## src/rtl/fd_pkg.sv

```systemverilog
// Shared definitions for the multi-cycle RV64I-subset datapath: opcodes, FSM states, formats.
// Latency: n/a (declarations only).
// Backpressure: n/a.
package fd_pkg;

  // Major opcodes of the supported instruction subset
  localparam logic [6:0] OPC_OP     = 7'b0110011;
  localparam logic [6:0] OPC_OP_IMM = 7'b0010011;
  localparam logic [6:0] OPC_LOAD   = 7'b0000011;
  localparam logic [6:0] OPC_STORE  = 7'b0100011;
  localparam logic [6:0] OPC_BRANCH = 7'b1100011;
  localparam logic [6:0] OPC_LUI    = 7'b0110111;
  localparam logic [6:0] OPC_JAL    = 7'b1101111;

  localparam logic [2:0] F3_ADD  = 3'b000;
  localparam logic [2:0] F3_D    = 3'b011;  // LD / SD doubleword
  localparam logic [2:0] F3_BEQ  = 3'b000;
  localparam logic [2:0] F3_BNE  = 3'b001;
  localparam logic [2:0] F3_BLT  = 3'b100;
  localparam logic [2:0] F3_BGEU = 3'b111;

  localparam logic [6:0] F7_ADD = 7'h00;
  localparam logic [6:0] F7_SUB = 7'h20;

  typedef enum logic [2:0] {FETCH, DECODE, EXEC, MEM, WB, TRAP} state_t;
  typedef enum logic [2:0] {IMM_I, IMM_S, IMM_B, IMM_U, IMM_J} imm_fmt_t;
  typedef enum logic [1:0] {ALU_ADD, ALU_SUB, ALU_PASS_B} alu_op_t;

  function automatic imm_fmt_t imm_fmt(input logic [6:0] opc);
    case (opc)
      OPC_STORE:  return IMM_S;
      OPC_BRANCH: return IMM_B;
      OPC_LUI:    return IMM_U;
      OPC_JAL:    return IMM_J;
      default:    return IMM_I;
    endcase
  endfunction

  // 32-bit signed immediate; the caller sign-extends it to XLEN with a size cast.
  function automatic logic signed [31:0] imm32(input logic [31:0] ir, input imm_fmt_t fmt);
    case (fmt)
      IMM_S:   return {{20{ir[31]}}, ir[31:25], ir[11:7]};
      IMM_B:   return {{19{ir[31]}}, ir[31], ir[7], ir[30:25], ir[11:8], 1'b0};
      IMM_U:   return {ir[31:12], 12'b0};
      IMM_J:   return {{11{ir[31]}}, ir[31], ir[19:12], ir[20], ir[30:21], 1'b0};
      default: return {{20{ir[31]}}, ir[31:20]};
    endcase
  endfunction

endpackage

```

## src/rtl/fluxo_dados_multiciclo_if.sv

```systemverilog
// Shared memory port (req/ack) between the multi-cycle datapath and the memory subsystem.
// Latency: n/a (wiring only).
// Backpressure: master holds req/addr/we/wdata stable until a one-cycle ack.
// Ports: mem_req/mem_we/mem_addr/mem_wdata driven by master; mem_rdata/mem_ack driven by slave.
interface fluxo_dados_multiciclo_if #(
  parameter int XLEN = 64
);
  logic            mem_req;
  logic            mem_we;
  logic [XLEN-1:0] mem_addr;
  logic [XLEN-1:0] mem_wdata;
  logic [XLEN-1:0] mem_rdata;
  logic            mem_ack;

  modport master (
    output mem_req, mem_we, mem_addr, mem_wdata,
    input  mem_rdata, mem_ack
  );

  modport slave (
    input  mem_req, mem_we, mem_addr, mem_wdata,
    output mem_rdata, mem_ack
  );
endinterface

```

## src/rtl/banco_registradores_p.sv

```systemverilog
// Register file: 2 combinational read ports, 1 synchronous write port, x0 hard-wired to zero.
// Latency: reads 0 cycles; write visible after the clock edge that performs it.
// Backpressure: none (always accepts).
// Ports: i_clk; i_we/i_waddr/i_wdata write port; i_raddr1/2 -> o_rdata1/2 read ports.
module banco_registradores_p #(
  parameter int XLEN = 64,
  parameter int NREG = 32
) (
  input  logic                    i_clk,
  input  logic                    i_we,
  input  logic [$clog2(NREG)-1:0] i_waddr,
  input  logic [XLEN-1:0]         i_wdata,
  input  logic [$clog2(NREG)-1:0] i_raddr1,
  input  logic [$clog2(NREG)-1:0] i_raddr2,
  output logic [XLEN-1:0]         o_rdata1,
  output logic [XLEN-1:0]         o_rdata2
);
  // Contents are deliberately not reset; only x0 has a defined value.
  logic [XLEN-1:0] r_regs [NREG];

  always_ff @(posedge i_clk) begin
    if (i_we && (i_waddr != '0)) begin
      r_regs[i_waddr] <= i_wdata;
    end
  end

  assign o_rdata1 = (i_raddr1 == '0) ? '0 : r_regs[i_raddr1];
  assign o_rdata2 = (i_raddr2 == '0) ? '0 : r_regs[i_raddr2];
endmodule

```

## src/rtl/fluxo_dados_multiciclo.sv

```systemverilog
// Multi-cycle RV64I-subset datapath + control (FETCH/DECODE/EXEC/MEM/WB/TRAP) on one memory port.
// Latency: zero-wait CPI branch 3, ALU/LUI/JAL/SD 4, LD 5; each memory wait cycle adds 1.
// Backpressure: FETCH/MEM stall with mem_req held and stable until mem_ack; TRAP is terminal.
// Ports: clk, rst (async, active-high); mem (master modport); pc, halted (sticky), retire (pulse).
module fluxo_dados_multiciclo
  import fd_pkg::*;
#(
  parameter int              XLEN     = 64,
  parameter int              NREG     = 32,
  parameter logic [XLEN-1:0] RESET_PC = '0
) (
  input  logic                      clk,
  input  logic                      rst,
  fluxo_dados_multiciclo_if.master  mem,
  output logic [XLEN-1:0]           pc,
  output logic                      halted,
  output logic                      retire
);
  localparam int AW = $clog2(NREG);

  state_t          r_state, w_next;
  logic [XLEN-1:0] r_pc, w_pc_next;
  logic [31:0]     r_ir;
  logic [XLEN-1:0] r_a, r_b, r_imm, r_alu, r_mdr;
  logic            r_mem_req, r_mem_we;
  logic [XLEN-1:0] r_mem_addr, r_mem_wdata;

  logic [6:0]      w_opc, w_f7;
  logic [2:0]      w_f3;
  logic [4:0]      w_rd, w_rs1, w_rs2;
  logic [XLEN-1:0] w_imm, w_rs1_val, w_rs2_val, w_alu_b, w_alu, w_pc4, w_pc_imm, w_rf_wdata;
  alu_op_t         w_alu_op;
  logic            w_legal, w_take, w_ack, w_retire, w_rf_we;

  function automatic logic reg_ok(input logic [4:0] idx);
    return int'(idx) < NREG;
  endfunction

  // Instruction fields are decoded from IR, which stays stable from DECODE to the end of the instruction.
  assign w_opc = r_ir[6:0];
  assign w_rd  = r_ir[11:7];
  assign w_f3  = r_ir[14:12];
  assign w_rs1 = r_ir[19:15];
  assign w_rs2 = r_ir[24:20];
  assign w_f7  = r_ir[31:25];
  assign w_imm = XLEN'(imm32(r_ir, imm_fmt(w_opc)));

  // An ack is only meaningful while we are actually requesting.
  assign w_ack = mem.mem_ack && r_mem_req;

  banco_registradores_p #(.XLEN(XLEN), .NREG(NREG)) u_rf (
    .i_clk    (clk),
    .i_we     (w_rf_we),
    .i_waddr  (w_rd[AW-1:0]),
    .i_wdata  (w_rf_wdata),
    .i_raddr1 (w_rs1[AW-1:0]),
    .i_raddr2 (w_rs2[AW-1:0]),
    .o_rdata1 (w_rs1_val),
    .o_rdata2 (w_rs2_val)
  );

  always_comb begin
    w_legal = 1'b0;
    case (w_opc)
      OPC_OP:     w_legal = (w_f3 == F3_ADD) && ((w_f7 == F7_ADD) || (w_f7 == F7_SUB)) &&
                            reg_ok(w_rd) && reg_ok(w_rs1) && reg_ok(w_rs2);
      OPC_OP_IMM: w_legal = (w_f3 == F3_ADD) && reg_ok(w_rd) && reg_ok(w_rs1);
      OPC_LOAD:   w_legal = (w_f3 == F3_D) && reg_ok(w_rd) && reg_ok(w_rs1);
      OPC_STORE:  w_legal = (w_f3 == F3_D) && reg_ok(w_rs1) && reg_ok(w_rs2);
      OPC_BRANCH: w_legal = ((w_f3 == F3_BEQ) || (w_f3 == F3_BNE) || (w_f3 == F3_BLT) ||
                             (w_f3 == F3_BGEU)) && reg_ok(w_rs1) && reg_ok(w_rs2);
      OPC_LUI:    w_legal = reg_ok(w_rd);
      OPC_JAL:    w_legal = reg_ok(w_rd);
      default:    w_legal = 1'b0;
    endcase
  end

  // ALU: register-register for OP, otherwise the latched immediate (address calc, ADDI, LUI).
  always_comb begin
    w_alu_op = ALU_ADD;
    if ((w_opc == OPC_OP) && (w_f7 == F7_SUB)) w_alu_op = ALU_SUB;
    else if (w_opc == OPC_LUI)                  w_alu_op = ALU_PASS_B;
  end

  assign w_alu_b = (w_opc == OPC_OP) ? r_b : r_imm;

  always_comb begin
    case (w_alu_op)
      ALU_SUB:    w_alu = r_a - w_alu_b;
      ALU_PASS_B: w_alu = w_alu_b;
      default:    w_alu = r_a + w_alu_b;
    endcase
  end

  always_comb begin
    case (w_f3)
      F3_BEQ:  w_take = (r_a == r_b);
      F3_BNE:  w_take = (r_a != r_b);
      F3_BLT:  w_take = ($signed(r_a) < $signed(r_b));
      F3_BGEU: w_take = (r_a >= r_b);
      default: w_take = 1'b0;
    endcase
  end

  assign w_pc4    = r_pc + XLEN'(4);
  assign w_pc_imm = r_pc + r_imm;

  always_comb begin
    w_next     = r_state;
    w_pc_next  = r_pc;
    w_retire   = 1'b0;
    w_rf_we    = 1'b0;
    w_rf_wdata = r_alu;
    case (r_state)
      FETCH:  if (w_ack) w_next = DECODE;
      DECODE: w_next = w_legal ? EXEC : TRAP;
      EXEC: begin
        if (w_opc == OPC_BRANCH) begin
          w_pc_next = w_take ? w_pc_imm : w_pc4;
          w_retire  = 1'b1;
          w_next    = FETCH;
        end else if ((w_opc == OPC_LOAD) || (w_opc == OPC_STORE)) begin
          w_next = MEM;
        end else begin
          w_next = WB;
        end
      end
      MEM: begin
        if (w_ack) begin
          if (w_opc == OPC_STORE) begin
            w_pc_next = w_pc4;
            w_retire  = 1'b1;
            w_next    = FETCH;
          end else begin
            w_next = WB;
          end
        end
      end
      WB: begin
        w_rf_we = 1'b1;
        case (w_opc)
          OPC_LOAD: w_rf_wdata = r_mdr;
          OPC_LUI:  w_rf_wdata = r_imm;
          OPC_JAL:  w_rf_wdata = w_pc4;
          default:  w_rf_wdata = r_alu;
        endcase
        w_pc_next = (w_opc == OPC_JAL) ? w_pc_imm : w_pc4;
        w_retire  = 1'b1;
        w_next    = FETCH;
      end
      TRAP:    w_next = TRAP;
      default: w_next = TRAP;
    endcase
  end

  always_ff @(posedge clk or posedge rst) begin
    if (rst) begin
      r_state     <= FETCH;
      r_pc        <= RESET_PC;
      r_ir        <= '0;
      r_a         <= '0;
      r_b         <= '0;
      r_imm       <= '0;
      r_alu       <= '0;
      r_mdr       <= '0;
      r_mem_req   <= 1'b0;
      r_mem_we    <= 1'b0;
      r_mem_addr  <= '0;
      r_mem_wdata <= '0;
    end else begin
      r_state <= w_next;
      r_pc    <= w_pc_next;
      if ((r_state == FETCH) && w_ack) r_ir <= mem.mem_rdata[31:0];
      if (r_state == DECODE) begin
        r_a   <= w_rs1_val;
        r_b   <= w_rs2_val;
        r_imm <= w_imm;
      end
      if (r_state == EXEC) r_alu <= w_alu;
      if ((r_state == MEM) && w_ack) r_mdr <= mem.mem_rdata;
      // Memory outputs are registered from the next state, so they are stable for the whole
      // request; the first cycle after reset is a FETCH with mem_req still low.
      case (w_next)
        FETCH: begin
          r_mem_req  <= 1'b1;
          r_mem_we   <= 1'b0;
          r_mem_addr <= w_pc_next;
        end
        MEM: begin
          r_mem_req   <= 1'b1;
          r_mem_we    <= (w_opc == OPC_STORE);
          r_mem_addr  <= (r_state == EXEC) ? w_alu : r_alu;
          r_mem_wdata <= r_b;
        end
        default: begin
          r_mem_req <= 1'b0;
          r_mem_we  <= 1'b0;
        end
      endcase
    end
  end

  assign mem.mem_req   = r_mem_req;
  assign mem.mem_we    = r_mem_we;
  assign mem.mem_addr  = r_mem_addr;
  assign mem.mem_wdata = r_mem_wdata;
  assign pc            = r_pc;
  assign halted        = (r_state == TRAP);
  assign retire        = w_retire;
endmodule

```

## src/flat_wrapper.sv

```systemverilog
// flat-port wrapper written by rule: the top's interface ports become plain ports
module fluxo_dados_multiciclo_flat import fd_pkg::*;
#(
  parameter int              XLEN     = 64,
  parameter int              NREG     = 32,
  parameter logic [XLEN-1:0] RESET_PC = '0
)
  (clk, rst, pc, halted, retire, mem_mem_req, mem_mem_we, mem_mem_addr, mem_mem_wdata, mem_mem_rdata, mem_mem_ack);
  fluxo_dados_multiciclo_if #(.XLEN(XLEN)) mem_i ();
  input  logic clk;
  input  logic rst;
  output logic [XLEN-1:0] pc;
  output logic halted;
  output logic retire;
  output wire logic [$bits(mem_i.mem_req)-1:0] mem_mem_req;
  output wire logic [$bits(mem_i.mem_we)-1:0] mem_mem_we;
  output wire logic [$bits(mem_i.mem_addr)-1:0] mem_mem_addr;
  output wire logic [$bits(mem_i.mem_wdata)-1:0] mem_mem_wdata;
  input wire logic [$bits(mem_i.mem_rdata)-1:0] mem_mem_rdata;
  input wire logic [$bits(mem_i.mem_ack)-1:0] mem_mem_ack;
  assign mem_mem_req = mem_i.mem_req;
  assign mem_mem_we = mem_i.mem_we;
  assign mem_mem_addr = mem_i.mem_addr;
  assign mem_mem_wdata = mem_i.mem_wdata;
  assign mem_i.mem_rdata = mem_mem_rdata;
  assign mem_i.mem_ack = mem_mem_ack;
  fluxo_dados_multiciclo #(.XLEN(XLEN), .NREG(NREG), .RESET_PC(RESET_PC)) u_core (.clk(clk), .rst(rst), .mem(mem_i), .pc(pc), .halted(halted), .retire(retire));
endmodule
```

## config.mk

```make
export PLATFORM = sky130hd
export DESIGN_NAME = fluxo_dados_multiciclo_flat
export DESIGN_NICKNAME = d
export VERILOG_FILES = /design/src/rtl/fd_pkg.sv /design/src/rtl/fluxo_dados_multiciclo_if.sv /design/src/rtl/banco_registradores_p.sv /design/src/rtl/fluxo_dados_multiciclo.sv /design/src/flat_wrapper.sv
export SDC_FILE = /design/constraint.sdc
export NUM_CORES = 2
export LEC_CHECK = 0
export BUFFER_PORTS_ARGS = -buffer_cell sky130_fd_sc_hd__clkbuf_2
export CORE_UTILIZATION = 35
export CTS_BUF_LIST = sky130_fd_sc_hd__clkbuf_4 sky130_fd_sc_hd__clkbuf_8
export DETAILED_ROUTE_END_ITERATION = 16
export PLACE_DENSITY_LB_ADDON = 0.15
export SYNTH_ARGS = -nofsm -noshare
export SYNTH_HDL_FRONTEND = slang
export SYNTH_HIERARCHICAL = 1
export SYNTH_SLANG_ARGS = --single-unit
```

## constraint.sdc

```tcl
create_clock -name clk -period 41.5 [get_ports clk]
set_input_delay 2.075 -clock clk [delete_from_list [all_inputs] [get_ports clk]]
set_output_delay 2.075 -clock clk [all_outputs]
set_load 0.01 [all_outputs]
```

# After elaboration in Yosys (flattened, before gate mapping)
# Memory sizes are Yosys's and may differ from the RTL's.
# Index checks and enable logic that the tools add are counted.
[totals] elab_cells=103 output_inout_bits=196 ram_bits=2048 n_memories=1 inputBits=67 regBits=517
[op_classes] reduce_logical=22 magnitude_cmp=2 n_eq_ne=26 n_addsub=4 muxes=36
[mem_list] memory="u_core.u_rf.r_regs" depth=32 word_bits=64 read_ports=2 rd_clocked_by_memory_dff=0 wr=1 line_no="banco_registradores_p.sv:19" rtl="logic [XLEN-1:0] r_regs [NREG];"
[op_table] operator="$mux 64" count=10
[op_table] operator="$pmux 64 s3" count=2
[op_table] operator="$pmux 64 s2" count=2
[op_table] operator="$add 64x64->64" count=2
[op_table] operator="$pmux 31 s4" count=1
[op_table] operator="$add 64x3->64 const B" count=1
[op_table] operator="$eq 64x64->1" count=1
[op_table] operator="$ge 64x64->1" count=1
[op_table] operator="$lt 64x64->1" count=1
[op_table] operator="$ne 64x64->1" count=1
[op_table] operator="$sub 64x64->64" count=1
[op_table] operator="$eq 7x6->1 const B" count=4
[op_table] operator="$eq 3x2->1 const B" count=6
[op_table] operator="$mux 3" count=6
[op_table] operator="$eq 3x3->1 const B" count=5
[op_table] operator="$pmux 3 s5" count=1
[op_table] operator="$eq 7x7->1 const B" count=2
[op_table] operator="$pmux 3 s4" count=1
[op_table] operator="$logic_not 5->1" count=2
[op_table] operator="$eq 3x1->1 const B" count=3
[op_table] operator="$logic_not 3->1" count=3
[op_table] operator="$mux 1" count=8
[op_table] operator="$eq 7x2->1 const B" count=1
[op_table] operator="$eq 7x5->1 const B" count=1
[op_table] operator="other kinds (12)" count=24

# Longest topological paths before layout
[logic_depth] depth_word=10 ltp_mapped=25 depth_no_buf=23

# By module
# Netlist, hierarchy kept.
[modules_own_cells] mod="banco_registradores_p" seq_area_each_um2=61499.0 cells_per_inst=4565 n_inst=1 area_per_inst_um2=93922.6
[modules_own_cells] mod="fluxo_dados_multiciclo" seq_area_each_um2=12937.4 cells_per_inst=4601 n_inst=1 area_per_inst_um2=36668.9

# Worst setup path before layout
# Ideal clock, no wire load.
[synth_timing] kind="register to register" startpoint="reg u_core.r_ir[6]" endpoint="reg u_core.r_mem_addr[50] (netlist: u_core/mem.mem_addr[50])" path_slack_ns=35.680 path_buffers=7 setup_ns=0.126 period_less_slack_ns=5.820 arrival_ns=5.694 required_ns=41.374 stages_incl_launch_ff=24 path_cell_list="dfrtp_1 > clkbuf_1 > nand4bb_1 > nor2_1 > clkbuf_1 > buf_2 > buf_2 > buf_2 > buf_1 > buf_1 > nand2_1 > o31a_1 > ha_1 > a211oi_1 > nor2_1 > o21ai_0 > a2111oi_0 > o211ai_1 > o21ai_0 > a31oi_1 > o41ai_1 > mux2i_1 > a211o_1 > a221o_1"
[synth_between] elab_chain_cells=7 word_cells_on_any_way=36 classes_between="add/sub (2); eq/ne (10); mux (18); reduce/logical (6)"
[synth_rtl] element="from (decl)" line_no="fluxo_dados_multiciclo.sv:23" rtl="logic [31:0] r_ir;"
[synth_rtl] element="from (signal assigned)" line_no="fluxo_dados_multiciclo.sv:173" rtl="if ((r_state == FETCH) && w_ack) r_ir <= mem.mem_rdata[31:0];"
[synth_rtl] element="branches (longest 7 deep; another with $add 64x64->64)"
[synth_rtl] element="to (signal assigned)" line_no="fluxo_dados_multiciclo.sv:187" rtl="r_mem_addr <= w_pc_next;"
[synth_rtl] element="to (signal assigned)" line_no="fluxo_dados_multiciclo.sv:192" rtl="r_mem_addr <= (r_state == EXEC) ? w_alu : r_alu;"
[synth_rtl] element="to (decl)" line_no="fluxo_dados_multiciclo.sv:26" rtl="logic [XLEN-1:0] r_mem_addr, r_mem_wdata;"
# Several ways; the timed one is not identified.
# A chain may end at the register's enable or synchronous reset.

# Worst setup path in the final report
# Ends and elaborated chain as after synthesis.

==> impl_metrics.ini <==
[timing]
setup_violations = 0
grt_setup_unrepaired = false
tns_ps = 0
fin_crit_ps = 7535
relSlewSlack = 0.1157
fin_crit_sh = 0.1816
tightest_slew_ps = 1326
max_freq_mhz = 132.7
slew_viol_final = 0
clock_skew_ps = 76.70
hold_viol_final = 0

[die]
die_area_mm2 = 0.3756
core_mm2 = 0.3703
row_count = 223
die_h_um = 612.8
start_util = 0.3527
die_x_um = 612.8
ios = 263

[cts]
post_cts_buffers = 0
clk_pin_slew_worst_paths_ps = 60
ctsLongestPathBuffers = 4
cts_max_level = 5
numCtsBuffers = 441
post_cts_resized = 0
root_buffer = clkbuf_8
clock_latency_ps = 1140
cts-hold-fix-buffers = 0
cts.sink_count = 2565
cts_tree = built

[layout]
area_delta_synth_final_pct = 13.01
nets = 9773
drive_gt1_frac = 0.2598
design_area_mm2 = 0.1476

[outcome]
status = finished, final reports clean

[place]
place.gp.congestion = 0.9212
dpl_cell_area_mm2 = 0.1385
hpwl_mm = 334.0
port_buffers = 262

[synth]
synth_seq_area_share = 0.5700
synth_cell_type_count = 104
syn_area_per_cell_um2 = 14.25
ys_async_sr_fraction = 0.2016
syn_area_mm2 = 0.1306
synth-edff-count = 2048
ys.flop_type = edfxtp_1
ys_seq_elements = 2565
ys_warn_count = 6
netlist_instances = 9166

[routing]
ant_nets = 0
firstDrtPassIters = 6
route.detailed.drc = 0
num_vias = 92280
totalWireLength_mm = 529.9
wl_per_cell_um = 35.71
drt_iter0_drc = 11650
vias_per_cell = 6.219

[worst_setup_path]
crit_fanout = 56
required_ps = 42490
critical-path-max-stage-delay_ps = 890
critPathLaunchType = flip-flop
cp_slowest_cell = a2111oi_1
r2r_cells = 22
path_class = flip-flop to flip-flop
critical_path_arrival_ps = 8530
cpLargestDelayFamily = compound AO/OA/AOI/OAI gates
reg2reg_from = u_core/r_ir[6]$_DFFE_PP0P_
crit_buf_inv = 3
crit_cells = 22
end_kind = flip-flop
crit_path_start = u_core/r_ir[6]$_DFFE_PP0P_
crit_chain = nand4bb_1 > nor2_4 > buf_4 > buf_4 > nand2_1 > buf_4 > o21ai_0 > xnor2_1 > nand2_1 > o31a_1 > ha_1 > a211oi_1 > nor2_1 > o21ai_0 > a2111oi_1 > o211ai_1 > o21ai_0 > a31oi_1 > o41ai_1 > mux2i_1 > a211o_1 > a221o_1

[grt]
grt_remaining_overflow = 0
antenna_found_initial = 28
grt_max_degree = 149
track_usage = 0.2758
grt_first_pass_wirelength_mm = 729.4
grt_pass1_vias = 90810

[hold_path]
hold_depth = 2
worstHoldStart = u_core/r_mdr[10]$_DFFE_PP0P_
worstHoldPathType = flip-flop to flip-flop

[power]
p_leak_nw = 55.57
p_per_area_mw_per_mm2 = 70.12
ir_worst_vdd_v = 0.00005776

[flow_run]
max-cap-violations = 0
[worst reg2reg max path, stage by stage (launching register included)]
cell and delay [ps]:
dfrtp_1 500, nand4bb_1 440, nor2_4 170, buf_4 510, buf_4 640, nand2_1 110
buf_4 300, o21ai_0 170, xnor2_1 140, nand2_1 70, o31a_1 140, ha_1 370
a211oi_1 110, nor2_1 270, o21ai_0 300, a2111oi_1 900, o211ai_1 470, o21ai_0 410
a31oi_1 220, o41ai_1 470, mux2i_1 150, a211o_1 270, a221o_1 290
[registers in the layout, indices dropped and copies added, names as in the netlist, 64 cells and up]
signal	flops
u_core/r_mdr	64
u_core/r_a	64
u_core/mem.mem_wdata	64
u_core/u_rf/r_regs	2048
u_core/mem.mem_addr	64
u_core/pc	64
u_core/r_alu	64
u_core/r_b	64
[metrics by stage]
stage               hold WS (ps)  utilization  instances  power, mW  setup slack, ps
finish                     476.4       0.3986      14840      10.35            33960
detailed placement         463.8       0.3742      14020      7.944            34000
global route               492.7       0.3985      14830      10.74            33500
CTS                        478.1       0.3984      14830      10.35            33940
floorplan                  445.7            -       9229      6.117            24980
global placement           457.2       0.3741      14020      7.943            33920
[path summary, 6_finish.rpt]
path / end / slack (ps)
setup reg to reg: u_core/mem.mem_addr[50]$_DFFE_PP0P_ / 33960
setup / recovery: u_core/mem.mem_addr[50]$_DFFE_PP0P_ / 33960
hold reg to reg: u_core/r_mdr[10]$_DFFE_PP0P_ / 480
hold / removal: u_core/r_mdr[10]$_DFFE_PP0P_ / 480
max in group asynchronous: u_core/r_ir[18]$_DFFE_PP0P_ / 37760
min in group asynchronous: u_core/r_mdr[63]$_DFFE_PP0P_ / 1020
[layout by cell type (no fill, tap or decap), types with 87 or more instances in the layout]
cell	count
ha_1	191
a21o_1	143
xnor2_1	126
mux2i_1	329
nand3_1	90
inv_1	126
and3_1	124
clkbuf_2	262
clkbuf_4	162
mux4_2	920
buf_4	247
clkbuf_8	470
o21ai_0	424
nand2_1	977
a211oi_1	89
xor2_1	87
a221oi_1	128
nor2_1	308
nor3_1	124
mux2_2	186
dfrtp_1	509
clkinv_1	93
a21oi_1	359
edfxtp_1	2048
a22oi_1	95
[per-layer routing]
| layer | GRT usage | vias up | share of wire |
|---|---|---|---|
| met5 | 0 | - | 0.000025 |
| met4 | 0.09315 | 2 | 0.037 |
| met3 | 0.05288 | 902 | 0.088 |
| met2 | 0.4354 | 4877 | 0.46 |
| met1 | 0.3813 | 49070 | 0.42 |
| li1 | - | 37430 | - |
[synthesized netlist by cell type (127+ instances only)]
cell	n	area, um2
nor3_1	131	655.6
a221oi_1	128	1121
mux4_2	920	20720
buf_2	133	665.6
edfxtp_1	2048	61500
mux2_2	186	2095
dfrtp_1	517	12940
clkbuf_1	423	1588
mux2i_1	329	3293
nor2_1	349	1310
nand2_1	979	3675
o21ai_0	486	2432
inv_1	127	476.7
a21oi_1	360	1802
a21o_1	143	1074
ha_1	191	2390
[power breakdown]
group	total, mW	switching [mW]	internal, mW
Clock	2.39	1.10	1.29
Sequential	3.33	0.334	2.99
Combinational	4.63	2.98	1.65
[final cells by class]
class                      instances  area [um2]
multi-input combinational       5844       53760
antenna                           12       30.03
clock buffer                     632        7685
inverter                         128       495.5
clock inverter                   174        1301
tap                             4950        6193
sequential                      2565       74470
fill                           34470      222700
timing repair buffer             533        3654
[cells by family (layout without fill, tap and decap cells)]
logic type      after synthesis  count (layout)  synth area share
compound gates             1954            1954            0.1007
xor+xnor                    213             213           0.01429
fa+ha+maj                   194             194           0.01868
buf+inv                     820            1467           0.02715
flops                      2565            2565            0.5700
mux                        1436            1436            0.2000
other cells                   1              76        0.00002872
simple gates               1983            1983           0.06914
(Power assumes the default switching activity.)
